<file path="src/rtl/weight_load_sched.sv">
// rtl/weight_load_sched.sv - weight tile load sequencer for the systolic array weight FIFO bank
module weight_load_sched #(
  parameter int SYS_COLS = 4,
  parameter int W_ROWS   = 4,
  parameter int TILE_W   = 8
) (
  input  logic                      clk,
  input  logic                      rstn,
  input  logic                      start,
  input  logic [TILE_W-1:0]         num_tiles,
  input  logic                      stall,
  input  logic                      array_ready,
  output logic                      buf_read,
  output logic                      load_en,
  output logic                      busy,
  output logic                      done,
  output logic [TILE_W-1:0]         tile_idx,
  output logic [$clog2(W_ROWS)-1:0] row_idx
);

  localparam int RW = $clog2(W_ROWS);
  localparam int CW = $clog2(W_ROWS + 1);
  localparam int DW = (SYS_COLS > 1) ? $clog2(SYS_COLS) : 1;
  localparam logic [CW-1:0] RD_LAST = CW'(W_ROWS);
  localparam logic [DW-1:0] DR_LAST = DW'(SYS_COLS - 1);

  typedef enum logic [2:0] {IDLE, FEED, DRAIN, SWAP, FIN} state_t;

  state_t            state;
  logic [TILE_W-1:0] n_lat;
  logic [CW-1:0]     rd_cnt;
  logic [DW-1:0]     dr_cnt;

  // Outputs are decided one edge ahead: each edge sets what the next cycle shows,
  // so rd_cnt counts reads already issued for the current tile.
  always_ff @(posedge clk) begin
    if (!rstn) begin
      state    <= IDLE;
      n_lat    <= '0;
      rd_cnt   <= '0;
      dr_cnt   <= '0;
      buf_read <= 1'b0;
      load_en  <= 1'b0;
      busy     <= 1'b0;
      done     <= 1'b0;
      tile_idx <= '0;
      row_idx  <= '0;
    end else begin
      case (state)
        IDLE: begin
          if (start) begin
            tile_idx <= '0;
            row_idx  <= '0;
            rd_cnt   <= '0;
            if (num_tiles != '0) begin
              n_lat    <= num_tiles;
              busy     <= 1'b1;
              buf_read <= !stall;
              rd_cnt   <= CW'(!stall);
              state    <= FEED;
            end else begin
              done  <= 1'b1;
              state <= FIN;
            end
          end
        end
        FEED: begin
          if (rd_cnt == RD_LAST) begin
            buf_read <= 1'b0;
            row_idx  <= '0;
            rd_cnt   <= '0;
            dr_cnt   <= '0;
            state    <= DRAIN;
          end else begin
            buf_read <= !stall;
            if (!stall) begin
              row_idx <= RW'(rd_cnt);
              rd_cnt  <= rd_cnt + CW'(1);
            end
          end
        end
        DRAIN: begin
          // The last drain edge already samples array_ready so the earliest load follows drain directly.
          if (dr_cnt == DR_LAST) begin
            load_en <= array_ready;
            state   <= SWAP;
          end else begin
            dr_cnt <= dr_cnt + DW'(1);
          end
        end
        SWAP: begin
          if (load_en) begin
            load_en <= 1'b0;
            if (tile_idx == n_lat - TILE_W'(1)) begin
              busy  <= 1'b0;
              done  <= 1'b1;
              state <= FIN;
            end else begin
              tile_idx <= tile_idx + TILE_W'(1);
              buf_read <= !stall;
              rd_cnt   <= CW'(!stall);
              state    <= FEED;
            end
          end else begin
            load_en <= array_ready;
          end
        end
        FIN: begin
          done  <= 1'b0;
          state <= IDLE;
        end
        default: state <= IDLE;
      endcase
    end
  end

endmodule

</file>
<file path="config.mk">
export PLATFORM = sky130hd
export DESIGN_NAME = weight_load_sched
export DESIGN_NICKNAME = d
export VERILOG_FILES = /design/src/rtl/weight_load_sched.sv
export SDC_FILE = /design/constraint.sdc
export NUM_CORES = 1
export LEC_CHECK = 0
export ABC_AREA = 1
export CORE_ASPECT_RATIO = 0.5
export CORE_MARGIN = 3
export CORE_UTILIZATION = 54
export DETAILED_ROUTE_END_ITERATION = 12
export GPL_TIMING_DRIVEN = 0
export HOLD_SLACK_MARGIN = 0.15
export PLACE_DENSITY = 0.75
export SYNTH_ARGS = -nofsm -noshare
export SYNTH_HDL_FRONTEND = slang
export SYNTH_SLANG_ARGS = --single-unit
</file>
<file path="constraint.sdc">
create_clock -name clk -period 2.6 [get_ports clk]
set_clock_uncertainty 0.1 [all_clocks]
set_input_delay 0.52 -clock clk [delete_from_list [all_inputs] [get_ports clk]]
set_output_delay 0.52 -clock clk [all_outputs]
set_load 0.005 [all_outputs]
</file>
==> results.cfg, run 1 <==
[outcome]
status = finished clean

[synth]
yosysSeqAreaShare = 0.319
synth_seq_cells = 30
synth-async-reset-ratio = 0
synth_ff_type = dfxtp_1
synth_area_leaders = dfxtp_1 (32%), nand2_1 (13%), a21oi_1 (7.5%)
synth.distinct_cells = 37
synth.most_common_cell = nand2_1
synth-edff-count = 0
syn_inst = 278
synth_warnings = 0
syn_avg_cell_area_um2 = 6.76
yosys.area.top_type_share = 0.319
synth_nets = 296
synth_commonest_cells = nand2_1 (66), nor2_1 (33), dfxtp_1 (30)
synth_area_leader_cell = dfxtp_1
syn_area_mm2 = 0.00188

[detailed_routing]
drt-initial-drc-count = 107
vias = 1866
dr_wl_met3_um = 281
wl_met2_um = 1980
wire_per_inst_um = 12.8
m1WireLength_um = 2160
drtAntennaViolNets = 0
vias_per_cell = 5.33
drc = 0
highest_layer = met4
wl_um = 4470
drtPass1Iterations = 5

[job]
maxCapViolCount = 0

[layout]
nNetsFinal = 329
syn_to_final_growth_pct = 20.9
drive_gt1_frac = 0.106
instances_no_fill = 350
fin_util = 0.721
n_antenna_cell = 0

[floorplan]
fp.dieH_um = 47.7
initial_core_util = 0.596
fp-row-count = 14
ios = 27
core_mm2 = 0.00315
die_area_mm2 = 0.00427
die_w_um = 89.5

[place]
place_inst = 344
hpwl_um = 3450
io_buffers = 26
gp_congestion = 0.885

[clock_tree]
h-tree-depth = 2
cts_buffer_depth = 2
postCtsSetupBuffers = 0
cts_hold_buf = 0
cts_buffers = 5
cts_tree = yes
cts.sinks = 30
clk_latency_ns = 0.29
clock-root-buffer = clkbuf_8
cts_resized = 0
path_clk_slew_ns = 0.06

[power]
p_per_area_mw_per_mm2 = 879
power_switching_uw = 865
power.total_mw = 2.00
power.internal_mw = 1.13
switching_share = 0.433
power_leakage_nw = 0.970
comb_power_share = 0.496
peakVddDrop_mv = 0.549
seqPwrFrac = 0.317
power.share.clock = 0.187

[critical_path]
end_kind = flip-flop
arrival_ns = 2.17
rrSetupSlack_ns = 0.51
rr_startpoint = n_lat[0]
required_ns = 2.69
timing.rr.end = rd_cnt[0]
worstSetupStartpointType = flip-flop
path_class = flip-flop to flip-flop
ff2ff_path_depth = 11
worstSetupEndpoint = rd_cnt[0]
crit_start = n_lat[0]
critPathMaxFanout = 10

[sta]
finalMaxSlewViolations = 0
slew_headroom = 0.625
setup_viol = 0
worstMarginPinSlew_ns = 0.562
post-route-period-util = 0.804
finalHoldViolCount = 0
tns_ns = 0
rsz0062_at_grt = false
timing.final.crit_period_ns = 2.09
max_freq_mhz = 479

[worst_hold_path]
hold_path_depth = 2
hold_path_class = flip-flop to flip-flop

[grt]
grt_max_degree = 11
grt_pass1_vias = 1655
antenna_found_initial = 0
grt_usage = 0.237
grt_pass1_wl_um = 7400
grt-ovfl-total = 0
-- area by class of cell --
class | instances | area, µm²
Buffer | 6 | 50.0
Clock buffer | 6 | 82.6
Fill cell | 269 | 880
Inverter | 34 | 130
Multi-Input combinational cell | 208 | 1100
Sequential cell | 30 | 601
Tap cell | 40 | 50.0
Timing Repair Buffer | 26 | 260
-- cells in the final DEF, fill, tap and decap left out, drive strengths merged --
master and n:
nor4 1, a22oi 1, dfxtp 30, a21oi 29, o21ai 9, xor2 9
buf 5, nor2 39, or2 1, xnor2 2, clkdlybuf4s50 26, o21bai 1
nand3b 2, o211ai 1, nor3 2, nand3 28, clkinv 2, a211oi 2
nor3b 2, nand2 69, ha 5, nand4 5, clkbuf 7, inv 32
-- per-stage QoR --
step | setup WS [ns] | cell area (µm²) | hold WS, ns
6_report | 0.510 | 2270 | 0.346
5_1_grt | 0.238 | 2270 | 0.383
4_1_cts | 0.497 | 2270 | 0.351
3_5_place_dp | 0.346 | 2190 | 0.341
3_3_place_gp | 0.379 | 2190 | 0.338
2_1_floorplan | 0.738 | 1880 | 0.344
-- layer usage --
layer / vias to the layer above / track usage
li1: 969 / -
met1: 839 / 0.305
met2: 52 / 0.384
met3: 6 / 0.0876
met4: 0 / 0.0623
met5: - / 0
-- worst max-delay path, stage by stage (launching register included) --
cell     delay, ns
dfxtp_1       0.34
inv_1         0.09
ha_1          0.32
xor2_1        0.14
nand2_1       0.07
nor2_1        0.11
nand3_2       0.11
nor2_4        0.17
nand3_4       0.16
buf_6         0.19
a21oi_1       0.12
nor2_1        0.06
-- how the worst min path moves through the flow --
| stage | start | end | slack, ns |
|---|---|---|---|
| 2_1_floorplan | done | done | 0.34 |
| 3_3_place_gp | done | done | 0.34 |
| 3_5_place_dp | done | done | 0.34 |
| 4_1_cts | done | done | 0.35 |
| 5_1_grt | done | done | 0.38 |
| 6_report | done | done | 0.35 |
-- power groups by stage --
stage | Combinational (mW) | Sequential, mW | Clock, mW
global route | 1.13 | 0.644 | 0.407
CTS | 0.987 | 0.633 | 0.384
detailed placement | 0.982 | 0.643 | 0
floorplan | 0.765 | 0.629 | 0
finish | 0.991 | 0.634 | 0.373
global placement | 0.951 | 0.639 | 0
-- state kept, by name (all words and copies together) (netlist names) --
register,count
n_lat,8
tile_idx,8
rd_cnt,3
state,3
dr_cnt,2
row_idx,2
buf_read,1
busy,1
done,1
load_en,1
-- logic make-up after synthesis --
| family | count (synthesis) | synth area share |
|---|---|---|
| AND/OR/NAND/NOR | 149 | 0.371 |
| adder cells (fa/ha/maj) | 5 | 0.0333 |
| AO/OA/AOI/OAI | 43 | 0.130 |
| flip-flops | 30 | 0.319 |
| buffers and inverters | 40 | 0.0958 |
| XOR/XNOR | 11 | 0.0512 |
(Power assumes the default switching activity.)
==> run 2: changes to the inputs <==
- clock period: 2.6 -> 2.1 ns (I/O delays scaled with it)
==> results.cfg, run 2 (same netlist as run 1, synthesis figures left out) <==
[floorplan]
initial_core_util = 0.596
core_mm2 = 0.00315
fp-row-count = 14
die_area_mm2 = 0.00427
fp.dieH_um = 47.7
ios = 27
die_w_um = 89.5

[job]
maxCapViolCount = 0

[power]
power.internal_mw = 1.44
peakVddDrop_mv = 0.696
switching_share = 0.436
power_switching_mw = 1.11
power_leakage_nw = 1.01
power.total_mw = 2.56
p_per_area_mw_per_mm2 = 1080
seqPwrFrac = 0.309
power.share.clock = 0.184
comb_power_share = 0.508

[layout]
fin_util = 0.752
layout_common_cells = nand2_1 (63), nor2_1 (32), dfxtp_1 (28)
layout_commonest_cell = nand2_1
n_antenna_cell = 0
drive_gt1_frac = 0.153
reg_top3 = n_lat (8), tile_idx (8)
nNetsFinal = 333
instances_no_fill = 354
syn_to_final_growth_pct = 26.0

[detailed_routing]
wire_per_inst_um = 13.1
drtAntennaViolNets = 0
vias = 1911
wl_um = 4640
drc = 0
m1WireLength_um = 2200
dr_wl_met3_um = 216
vias_per_cell = 5.40
drt-initial-drc-count = 92
wl_met2_um = 2160
highest_layer = met4
drtPass1Iterations = 4

[clock_tree]
clk_latency_ns = 0.29
clock-root-buffer = clkbuf_8
cts.sinks = 30
cts_buffer_depth = 2
cts_tree = yes
h-tree-depth = 2
path_clk_slew_ns = 0.06
cts_hold_buf = 0
cts_buffers = 5

[critical_path]
end_kind = flip-flop
required_ns = 2.22
critPathMaxFanout = 7
arrival_ns = 2.09
path_class = flip-flop to flip-flop
worstSetupStartpointType = flip-flop

[sta]
timing.final.crit_period_ns = 1.97
slew_headroom = 0.597
finalHoldViolCount = 0
setup_viol = 0
tns_ns = 0
max_freq_mhz = 507
worstMarginPinSlew_ns = 0.605
finalMaxSlewViolations = 0
post-route-period-util = 0.939

[outcome]
status = finished clean

[place]
io_buffers = 26
place_inst = 344
gp_congestion = 0.885
hpwl_um = 3450

[grt]
grt_usage = 0.239
grt_pass1_vias = 1663
grt_pass1_wl_um = 7460
grt_max_degree = 11
antenna_found_initial = 0
grt-ovfl-total = 0

[worst_hold_path]
hold_path_class = flip-flop to flip-flop
[run 2: cell count changes in the layout (fill, tap and decap cells not counted), sizes merged]
cell and delta:
buf +4
[run 2: repair_timing]
action,CTS,global route
hold endpoints to repair,0,0
setup endpoints to repair,1,16
gates resized for setup,0,13
pin swaps,0,5
buffers inserted,1,3
[run 2: critical path: stages, from the launching register on]
cell and delay (ns):
dfxtp_2 0.34, inv_2 0.06, ha_4 0.26, xor2_1 0.15, nand2_1 0.09, nor2_2 0.12, nand3_2 0.10, nor2_4 0.15
nand3_4 0.13, buf_12 0.16, nand2_8 0.07, nand2_1 0.06, a21oi_1 0.12
[run 2: through the flow]
stage	setup slack (ns)	instance area [µm²]	hold slack (ns)
2_1_floorplan	0.238	1880	0.344
3_3_place_gp	-0.0210	2190	0.338
3_5_place_dp	-0.0538	2190	0.341
4_1_cts	0.0365	2290	0.351
5_1_grt	-0.0251	2370	0.383
6_report	0.128	2370	0.348
[run 2: per-layer routing]
metal | up-vias | track usage
li1 | 976 | -
met1 | 889 | 0.310
met2 | 37 | 0.387
met3 | 9 | 0.0876
met4 | 0 | 0.0623
met5 | - | 0
[run 2: area by class of cell]
class,count,area [µm²]
Fill cell,249,783
Timing Repair Buffer,30,315
Tap cell,40,50.0
Buffer,6,50.0
Clock buffer,6,82.6
Multi-Input combinational cell,208,1140
Inverter,34,130
Sequential cell,30,603
[run 2: power by group through the flow]
stage               clock network (mW)  logic [mW]  registers (mW)
floorplan                            0       0.947           0.778
global placement                     0        1.18           0.791
detailed placement                   0        1.22           0.796
CTS                              0.475        1.22           0.784
global route                     0.505        1.47           0.802
finish                           0.469        1.30           0.789
[run 2: worst paths after layout]
| kind | from | slack, ns | endpoint | cells past startpoint |
|---|---|---|---|---|
| setup / recovery | n_lat[0] | 0.13 | tile_idx[5] | 12 |
| hold / removal | done | 0.35 | done | 2 |
| setup reg to reg | n_lat[0] | 0.13 | tile_idx[5] | 12 |
| hold reg to reg | done | 0.35 | done | 2 |
==> run 3: changes to the inputs <==
- CORE_ASPECT_RATIO: 0.5 -> 1.1
- HOLD_SLACK_MARGIN: 0.15 -> 0.12
==> results.cfg, run 3 (same netlist as run 1, synthesis figures left out) <==
[power]
peakVddDrop_mv = 0.638
p_per_area_mw_per_mm2 = 1030
power.total_mw = 2.40
power_leakage_nw = 0.996

[layout]
fin_util = 0.734
syn_to_final_growth_pct = 24.2
nNetsFinal = 333
seq_area_um2 = 603
drive_gt1_frac = 0.139
layout_common_cells = nand2_1 (66), nor2_1 (32), dfxtp_1 (28)
reg_top3 = n_lat (8), tile_idx (8)
fill_cells = 270
layout_commonest_cell = nand2_1
multi_input_area_mm2 = 0.00112
n_antenna_cell = 0

[grt]
grt_pass1_wl_um = 7090
grt_max_degree = 11
grt-ovfl-total = 0
grt_usage = 0.217
antenna_found_initial = 0
grt_pass1_vias = 1666

[critical_path]
critPathMaxFanout = 8
end_kind = flip-flop
required_ns = 2.21
path_buf_inv = 2
arrival_ns = 2.05
critical_path.max_stage_delay_ns = 0.33
cp_top_family = simple AND/OR/NAND/NOR gates
path_class = flip-flop to flip-flop
cp_cell_sequence = inv_1 > ha_4 > xor2_1 > nand2_1 > nor2_2 > nand3_2 > nor2_4 > nand3_4 > clkbuf_16 > nand3_1 > a21oi_1
cp_num_cells = 11
worstSetupStartpointType = flip-flop
ff2ff_path_depth = 11
cpMaxStageDelayCell = dfxtp_2

[floorplan]
core_mm2 = 0.00318
ios = 27
fp-row-count = 21
initial_core_util = 0.591
fp.dieH_um = 67.9
die_w_um = 62.3
die_area_mm2 = 0.00423

[detailed_routing]
vias = 1843
vias_per_cell = 5.09
drc = 0
drtAntennaViolNets = 0
wire_per_inst_um = 12.3
drtPass1Iterations = 4
wl_um = 4450
drt-initial-drc-count = 91

[job]
maxCapViolCount = 0

[place]
hpwl_um = 3360
gp_congestion = 0.872
io_buffers = 26
post-place-ws_ns = -0.0341

[sta]
finalMaxSlewViolations = 0
max_freq_mhz = 515
hold_slack_ns = 0.360
post-route-period-util = 0.925
timing.final.crit_period_ns = 1.94
worst_slack_ns = 0.157
finalHoldViolCount = 0
setup_viol = 0
tns_ns = 0
slew_headroom = 0.655
worstMarginPinSlew_ns = 0.518

[clock_tree]
cts_tree = yes
h-tree-depth = 2
cts_buffer_depth = 2
cts_hold_buf = 0
cts_buffers = 5
clk_latency_ns = 0.34
path_clk_slew_ns = 0.10
clock-root-buffer = clkbuf_4
cts.sinks = 30

[worst_hold_path]
hold_path_depth = 2
hold_path_class = flip-flop to flip-flop

[outcome]
status = finished clean
[run 3: cell count changes in the layout (fill, tap and decap cells not counted), sizes merged]
| cell | change |
|---|---|
| clkbuf | +2 |
| clkinv | +1 |
| buf | -1 |
[run 3: final cells by class]
cell class                      count  area share
Sequential cell                    30       0.258
Tap cell                           46      0.0247
Clock buffer                        7      0.0236
Clock inverter                      1     0.00214
Multi-Input combinational cell    208       0.479
Inverter                           34      0.0557
Timing Repair Buffer               30       0.133
Buffer                              6      0.0230
[run 3: tightest hold or removal path, delay by kind of cell (launching register included)]
family,cells,cell delay (ns)
AO/OA/AOI/OAI,1,0.06
flip-flops,1,0.31
buffers and inverters,1,0.05
[run 3: final timing paths]
kind	end	from	slack (ns)
max	tile_idx[6]	n_lat[1]	0.16
min	done	done	0.36
max reg2reg	tile_idx[6]	n_lat[1]	0.16
min reg2reg	done	done	0.36
[run 3: timing repair]
item                       in CTS  in global routing
resized for setup               0                  8
setup endpoints to repair       0                 15
setup buffers                   0                  3
[run 3: power by group]
group / internal [mW] / leakage [nW] / total (mW) / switching (mW)
combinational: 0.486 / 0.715 / 1.25 / 0.768
clock: 0.162 / 0.0353 / 0.358 / 0.196
sequential: 0.687 / 0.246 / 0.786 / 0.0984
[run 3: metrics by stage]
stage / cell area [µm²] / std cells
after floorplan: 1880 / 278
after global placement: 2200 / 350
after detailed placement: 2200 / 350
after CTS: 2260 / 358
after global routing: 2330 / 362
final: 2330 / 362
[run 3: per-layer routing]
metal,GRT usage,routed length (µm),share of wire
met1,0.225,1960,0.44
met2,0.415,2240,0.50
met3,0.0509,158,0.036
met4,0.113,85,0.019
met5,0,0,0
